==> config.mk <==
export PLATFORM = sky130hd
export DESIGN_NAME = data_island_packet_serializer
export DESIGN_NICKNAME = d
export VERILOG_FILES = /design/src/rtl/data_island_packet_serializer.sv
export SDC_FILE = /design/constraint.sdc
export NUM_CORES = 1
export LEC_CHECK = 0
export ABC_AREA = 1
export BUFFER_PORTS_ARGS = -buffer_cell sky130_fd_sc_hd__buf_4
export CAP_MARGIN = 0
export CORE_ASPECT_RATIO = 2
export CORE_UTILIZATION = 42
export DETAILED_ROUTE_END_ITERATION = 8
export PLACE_DENSITY = 0.8
export RECOVER_POWER = 25
export SETUP_SLACK_MARGIN = 0.1
export SLEW_MARGIN = 40
export SYNTH_ARGS = -nofsm -noshare
export SYNTH_HDL_FRONTEND = slang
export SYNTH_SLANG_ARGS = --single-unit
export TNS_END_PERCENT = 100
==> constraint.sdc <==
create_clock -name clk_pixel -period 2.1 [get_ports clk_pixel]
set_clock_uncertainty 0.2 [all_clocks]
set_input_delay 0.315 -clock clk_pixel [delete_from_list [all_inputs] [get_ports clk_pixel]]
set_output_delay 0.315 -clock clk_pixel [all_outputs]
set_load 0.01 [all_outputs]
==> src/rtl/data_island_packet_serializer.sv <==
// Data-island packet serializer: appends BCH parity to one header and four subpackets
// and streams them out as 9 bits per pixel over a 32-pixel packet.
module data_island_packet_serializer #(
    parameter logic [7:0] BCH_POLY = 8'h83
) (
    input  logic             clk_pixel,
    input  logic             reset_n,
    input  logic             data_island_period,
    input  logic [23:0]      header,
    input  logic [3:0][55:0] sub,
    output logic [4:0]       packet_pixel_counter,
    output logic             packet_enable,
    output logic [8:0]       packet_data
);

    // One bit of the shift-right BCH generator shared by the header and subpacket codes.
    function automatic logic [7:0] bchStep(input logic [7:0] ecc, input logic b);
        return (ecc >> 1) ^ ((ecc[0] ^ b) ? BCH_POLY : 8'h00);
    endfunction

    logic [4:0]       counter_q, counter_d;
    logic [7:0]       eccHdr_q, eccHdr_d;
    logic [3:0][7:0]  eccSub_q, eccSub_d;

    logic [5:0]       subLoIdx;
    logic [5:0]       subHiIdx;
    logic [1:0]       parityPair;
    logic             inHeaderData;
    logic             inSubData;
    logic             lastPixel;

    assign subLoIdx     = {counter_q, 1'b0};
    assign subHiIdx     = {counter_q, 1'b1};
    assign parityPair   = counter_q[1:0];
    assign inHeaderData = (counter_q < 5'd24);
    assign inSubData    = (counter_q < 5'd28);
    assign lastPixel    = (counter_q == 5'd31);

    // Parity accumulates over the data pixels, freezes while it is being shifted out,
    // and clears at the packet boundary so the next packet starts without a bubble.
    always_comb begin
        counter_d = counter_q;
        eccHdr_d  = eccHdr_q;
        eccSub_d  = eccSub_q;
        if (!data_island_period) begin
            counter_d = 5'd0;
            eccHdr_d  = 8'h00;
            eccSub_d  = '0;
        end else begin
            counter_d = counter_q + 5'd1;
            if (lastPixel) begin
                eccHdr_d = 8'h00;
                eccSub_d = '0;
            end else begin
                if (inHeaderData) begin
                    eccHdr_d = bchStep(eccHdr_q, header[counter_q]);
                end
                if (inSubData) begin
                    for (int k = 0; k < 4; k++) begin
                        eccSub_d[k] = bchStep(bchStep(eccSub_q[k], sub[k][subLoIdx]),
                                              sub[k][subHiIdx]);
                    end
                end
            end
        end
    end

    always_ff @(posedge clk_pixel) begin
        if (!reset_n) begin
            counter_q <= 5'd0;
            eccHdr_q  <= 8'h00;
            eccSub_q  <= '0;
        end else begin
            counter_q <= counter_d;
            eccHdr_q  <= eccHdr_d;
            eccSub_q  <= eccSub_d;
        end
    end

    // Output mux is purely combinational; the TMDS encoder downstream registers it.
    always_comb begin
        packet_data = 9'h000;
        if (inHeaderData) begin
            packet_data[0] = header[counter_q];
        end else begin
            packet_data[0] = eccHdr_q[counter_q[2:0]];
        end
        for (int k = 0; k < 4; k++) begin
            if (inSubData) begin
                packet_data[1 + k] = sub[k][subLoIdx];
                packet_data[5 + k] = sub[k][subHiIdx];
            end else begin
                packet_data[1 + k] = eccSub_q[k][{parityPair, 1'b0}];
                packet_data[5 + k] = eccSub_q[k][{parityPair, 1'b1}];
            end
        end
    end

    assign packet_pixel_counter = counter_q;
    assign packet_enable        = data_island_period && lastPixel;

    // Data-bit selects past the end of the header or a subpacket must never be used.
    always_comb begin
        if (inSubData) begin
            assert (subHiIdx <= 6'd55);
        end
        if (inHeaderData) begin
            assert (counter_q <= 5'd23);
        end
    end

endmodule
==> metrics.cfg, run 1 <==
[place]
gp_congestion=0.958
pre_cts_ws_ns=-0.116
dpl.hpwl_um=17200
port_buffers=265

[logic_synthesis]
yosysUniqueCellTypes=26
synth-async-reset-ratio=0
synth_warnings=0
syn_area_per_cell_um2=5.07
synth_area_um2=4970
ys.flop_type=dfxtp_1
synthDominantCellAreaShare=0.238
synth_nets=1234
ys_ff_latch=45
syn-instance-count=981
synth-seq-area-share=0.181
synthTopCellsByArea=nand2_1 (24%), dfxtp_1 (18%), nand3_1 (13%)
synth_edf_count=0
yosys.area.top_type=nand2_1
yosysMostFrequentCell=nand2_1
ys_top_cells_by_count=nand2_1 (316), nand3_1 (130), nor2_1 (127), o21ai_0 (100), inv_1 (92)

[drt]
drt_iter0_drc=466
drc=0
via_per_inst=5.37
routedWlPerCell_um=16.1
antenna_left=0
vias=7541
dr.pass1.iters=5
drt-total-wl_um=22500

[floorplanning]
die_w_um=79.0
rows=55
die_h_um=156
die_area_um2=12300
design.core.area_um2=11400
ios=266
initial_core_util=0.435

[clock_tree]
cts_buffer_depth=2
cts_tree=yes
cts_made_buffers=5
cts_max_level=2
holdBufCountCts=0
clk_latency_ns=0.29
clkSinkCount=45
clk_pin_slew_ns=0.06
root_buffer=clkbuf_16

[hold_path]
hp-start=reset_n
whs_endpoint=packet_pixel_counter[0]
hp-class=primary input to flop
hold_depth=3

[setup_path]
critPathRequiredTime_ns=1.58
setup.worst_path.end_class=output pin
crit_type=flop to output pin
r2r_setup_slack_ns=-0.24
r2r-start=packet_pixel_counter[0]
crit_arrival_ns=1.99
cpMaxStageDelayCell=dfxtp_4
crit_path_cell_trace=buf_4 > clkbuf_16 > o21ai_0 > o211ai_1 > nand3_2 > nand2_4 > nand2_2 > nand2_1 > buf_4
crit_path_max_incr_delay_ns=0.44
start_kind=flop
r2r_cells=15
path_common_cell=buf_4
rr_endpoint=eccSub_q[8]
critPathMaxFanout=23

[sta]
worst_pin_slew_ns=0.402
setup_violations=28
fin_crit_sh=1.19
rsz0062_at_grt=yes
max-slew-margin-rel=0.732
fin_crit_ns=2.51
clock.fmax_mhz=399
slew_viol_final=0
hold_violations=0
holdWs_ns=0.255
setup_ws_ns=-0.405
fin_tns_setup_ns=-4.84

[global_route]
grt_usage=0.346
grt_pass1_wl_um=33300
first_global_vias=6933
grt_max_degree=48
antenna_found_initial=0
overflow=0

[status]
status=finished with violations
violations=setup timing

[pwr]
power.total_mw=3.15
p_leak_nw=4.26
peakVddDrop_mv=0.693
power_density_nw_per_um2=393

[cells_and_area]
areaGrowthSynthToFinish_pct=61.2
utilization=0.702
nets=1513
drive_above_1_share=0.323
diodes=0

[run]
maxCapViolCount=0

-- state kept, by name, summed over array words and instances, names as in the netlist --
register / count
eccSub_q: 32
eccHdr_q: 8
packet_pixel_counter: 5
-- cell usage in the layout, fill, tap and decap left out, drive strengths merged --
master and instances:
buf 335, nand2 316, nand3 131, nor2 128
o21ai 112, inv 99, a21oi 57, dfxtp 45
o211ai 10, clkbuf 9, o22ai 6, a31oi 2
nand4 2, bufbuf 2, ha 2, o221ai 1
o21bai 1, xor2 1, nor3b 1, bufinv 1
-- how the worst max path moves through the flow --
stage	cells past startpoint	to	slack, ns	from
2_1_floorplan	10	packet_data[1]	0.08	packet_pixel_counter[1]
3_3_place_gp	10	packet_data[2]	-0.08	packet_pixel_counter[0]
3_5_place_dp	15	eccSub_q[9]	-0.12	packet_pixel_counter[0]
4_1_cts	11	packet_data[2]	-0.34	packet_pixel_counter[0]
5_1_grt	14	packet_data[7]	-0.45	packet_pixel_counter[0]
6_report	9	packet_data[2]	-0.41	packet_pixel_counter[0]
-- per-layer routing --
layer  vias to the layer above  wire length, um  GRT usage
li1                       3696                -          -
met1                      3358             7940      0.359
met2                       399            11500      0.635
met3                        88             1670     0.0515
met4                         0             1400      0.216
met5                         -                0          0
-- logic make-up after synthesis --
logic type | after synthesis | share of synthesized area
flops | 45 | 0.181
compound gates | 189 | 0.198
fa+ha+maj | 2 | 0.00503
simple gates | 578 | 0.472
buf+inv | 166 | 0.141
xor+xnor | 1 | 0.00176
-- critical path: cells and delay by family, from the launching register on --
family,cells,cell delay (ns)
compound gates,2,0.37
flops,1,0.44
buf+inv,3,0.48
simple gates,4,0.40
-- stage by stage --
stage	area [um^2]	cells
3_3_place_gp	7450	1380
3_5_place_dp	7450	1380
5_1_grt	8020	1403
6_report	8020	1403
4_1_cts	7800	1394
2_1_floorplan	5010	981
-- power breakdown --
part / internal (mW) / switching [mW] / leakage, nW
combinational: 0.673 / 0.637 / 3.81
sequential: 0.890 / 0.0325 / 0.368
clock: 0.594 / 0.323 / 0.0841
total: 2.16 / 0.992 / 4.26
-- final cells by class --
class	instances	area (um^2)
multi-input combinational	770	3540
fill	1021	3400
timing repair buffer	339	2840
sequential	45	908
inverter	99	382
tap	142	178
clock buffer	7	143
clock inverter	1	30.0
-- timing repair --
action	CTS	global route
buffers inserted	4	7
endpoints found under the setup margin	46	50
gates resized for setup	34	49
endpoints found under the hold margin	0	0
pin swaps	10	11
gates cloned	2	2
Power figures use the tool's default switching activity.
==> run 2, diff against run 1 <==
--- a/config.mk
+++ b/config.mk
@@ -9,9 +9,11 @@
 export BUFFER_PORTS_ARGS = -buffer_cell sky130_fd_sc_hd__buf_4
 export CAP_MARGIN = 0
 export CORE_ASPECT_RATIO = 2
-export CORE_UTILIZATION = 42
+export CORE_UTILIZATION = 35
+export CTS_BUF_LIST = sky130_fd_sc_hd__clkbuf_2 sky130_fd_sc_hd__clkbuf_4 sky130_fd_sc_hd__clkbuf_8
 export DETAILED_ROUTE_END_ITERATION = 8
-export PLACE_DENSITY = 0.8
+export GPL_TIMING_DRIVEN = 0
+export PLACE_DENSITY = 0.68
 export RECOVER_POWER = 25
 export SETUP_SLACK_MARGIN = 0.1
 export SLEW_MARGIN = 40
==> metrics.cfg, run 2 (synthesis results as in run 1) <==
[status]
violations=setup timing
status=finished with violations

[clock_tree]
clkSinkCount=45  ; unchanged
clk_pin_slew_ns=0.09  ; +0.03 ns
cts_buffer_depth=2  ; unchanged
clk_latency_ns=0.31  ; +0.02 ns
holdBufCountCts=0  ; unchanged
cts_tree=yes
cts_made_buffers=5  ; unchanged
root_buffer=clkbuf_8
cts_max_level=2  ; unchanged

[sta]
slew_viol_final=0  ; unchanged
fin_tns_setup_ns=-5.07  ; -0.229 ns
clock.fmax_mhz=393  ; -1.6%
setup_violations=25  ; -11%
hold_violations=0  ; unchanged
worst_pin_slew_ns=0.534  ; +0.131 ns
fin_crit_sh=1.21  ; +0.0200
fin_crit_ns=2.55  ; +0.0420 ns
setup_ws_ns=-0.447  ; -0.0420 ns
rsz0062_at_grt=yes
holdWs_ns=0.234  ; -0.0204 ns
max-slew-margin-rel=0.644  ; -0.0873

[setup_path]
cpMaxStageDelayCell=dfxtp_4
crit_arrival_ns=2.03  ; +0.04 ns
r2r-start=packet_pixel_counter[0]
r2r_setup_slack_ns=-0.23  ; about the same
start_kind=flop
rr_endpoint=eccSub_q[1]
crit_path_cell_trace=inv_6 > buf_8 > buf_4 > nand2_1 > nand3_1 > nand3_1 > nand3_1 > nand2_1 > nand2_2 > nand2_2 > nor2_1 > a31oi_2 > buf_4
path_common_cell=nand3_1
setup.worst_path.end_class=output pin
crit_path_max_incr_delay_ns=0.41  ; -0.03 ns
r2r_cells=17  ; +2
crit_type=flop to output pin
critPathRequiredTime_ns=1.58  ; about the same
critPathMaxFanout=10  ; -57%

[floorplanning]
rows=61  ; +11%
die_h_um=171  ; +9.4%
ios=266  ; unchanged
initial_core_util=0.358  ; -0.0774
design.core.area_um2=13900  ; +22%
die_w_um=86.3  ; +9.3%
die_area_um2=14700  ; +20%

[cells_and_area]
final_cell_mix=nand2_1 (292), buf_4 (286), nor2_1 (122)
nets=1519  ; +0.40%
diodes=0  ; unchanged
top_register=eccSub_q
areaGrowthSynthToFinish_pct=61.4
fin_area_um2=8030  ; +0.12%
final_common_cell=nand2_1
largest_reg_flops=32  ; unchanged
drive_above_1_share=0.330  ; +0.00715

[hold_path]
hp-start=reset_n
hp-class=primary input to flop
whs_endpoint=packet_pixel_counter[0]
hold_depth=3  ; unchanged

[place]
pre_cts_ws_ns=-0.617  ; -0.501 ns
placed_area_um2=7240  ; -2.9%
gp_congestion=0.945  ; -1.3%
dpl.hpwl_um=21400  ; +24%
port_buffers=265  ; unchanged

[drt]
drt_iter0_drc=471  ; +1.1%
dr.pass1.iters=6  ; +1
drt-total-wl_um=26400  ; +17%
routedWlPerCell_um=18.1  ; +13%
via_per_inst=5.12  ; -4.7%
antenna_left=0  ; unchanged
drc=0  ; unchanged
vias=7457  ; -1.1%

[global_route]
grt_usage=0.344  ; -0.00180
grt_pass1_wl_um=37900  ; +14%
overflow=0  ; unchanged
antenna_found_initial=0  ; unchanged
first_global_vias=7100  ; +2.4%
grt_max_degree=15  ; -69%

[pwr]
power_density_nw_per_um2=369  ; -6.1%
power.total_mw=2.96  ; -5.9%
p_leak_nw=4.22  ; -0.94%
peakVddDrop_mv=0.400  ; -42%

[run]
maxCapViolCount=0  ; unchanged

-- run 2: how the worst max path moves through the flow --
| stage | startpoint | to |
|---|---|---|
| 6_report | packet_pixel_counter[0] | packet_data[7] |
| 3_5_place_dp | packet_pixel_counter[1] | eccSub_q[25] |
| 4_1_cts | packet_pixel_counter[0] | packet_data[1] |
| 3_3_place_gp | packet_pixel_counter[1] | eccSub_q[25] |
| 2_1_floorplan | packet_pixel_counter[1] | packet_data[1] |
| 5_1_grt | packet_pixel_counter[0] | packet_data[1] |
-- run 2: where the power goes --
group          switching [mW]  internal, mW  total, mW
Clock                   0.327         0.387      0.714
Combinational           0.682         0.650       1.33
Sequential             0.0285         0.887      0.916
-- run 2: layout make-up --
type,instances,area [um^2]
multi-input combinational,770,3590
sequential,45,913
clock buffer,6,82.6
fill,1501,5860
tap,189,236
clock inverter,2,37.5
buffer,67,693
timing repair buffer,278,2090
inverter,99,392
-- run 2: metal layers --
layer  GRT usage  part of all wire
met3      0.0521             0.067
met5           0                 0
met2       0.651              0.52
met1       0.323              0.34
met4       0.259             0.073
-- run 2: metrics by stage --
stage	instances	utilization
2_1_floorplan	981	-
3_3_place_gp	1435	0.521
3_5_place_dp	1435	0.521
4_1_cts	1454	0.567
5_1_grt	1456	0.578
6_report	1456	0.578
-- run 2: critical path, delay by kind of cell (launching register included) --
family          cells  cell delay [ns]
simple gates        8             0.60
compound gates      1             0.17
buf+inv             4             0.51
flops               1             0.41
-- run 2: repair_timing --
item	in CTS	in global routing
gates resized for setup	142	50
setup endpoints to repair	51	47
pin swaps	5	6
setup buffers	11	2
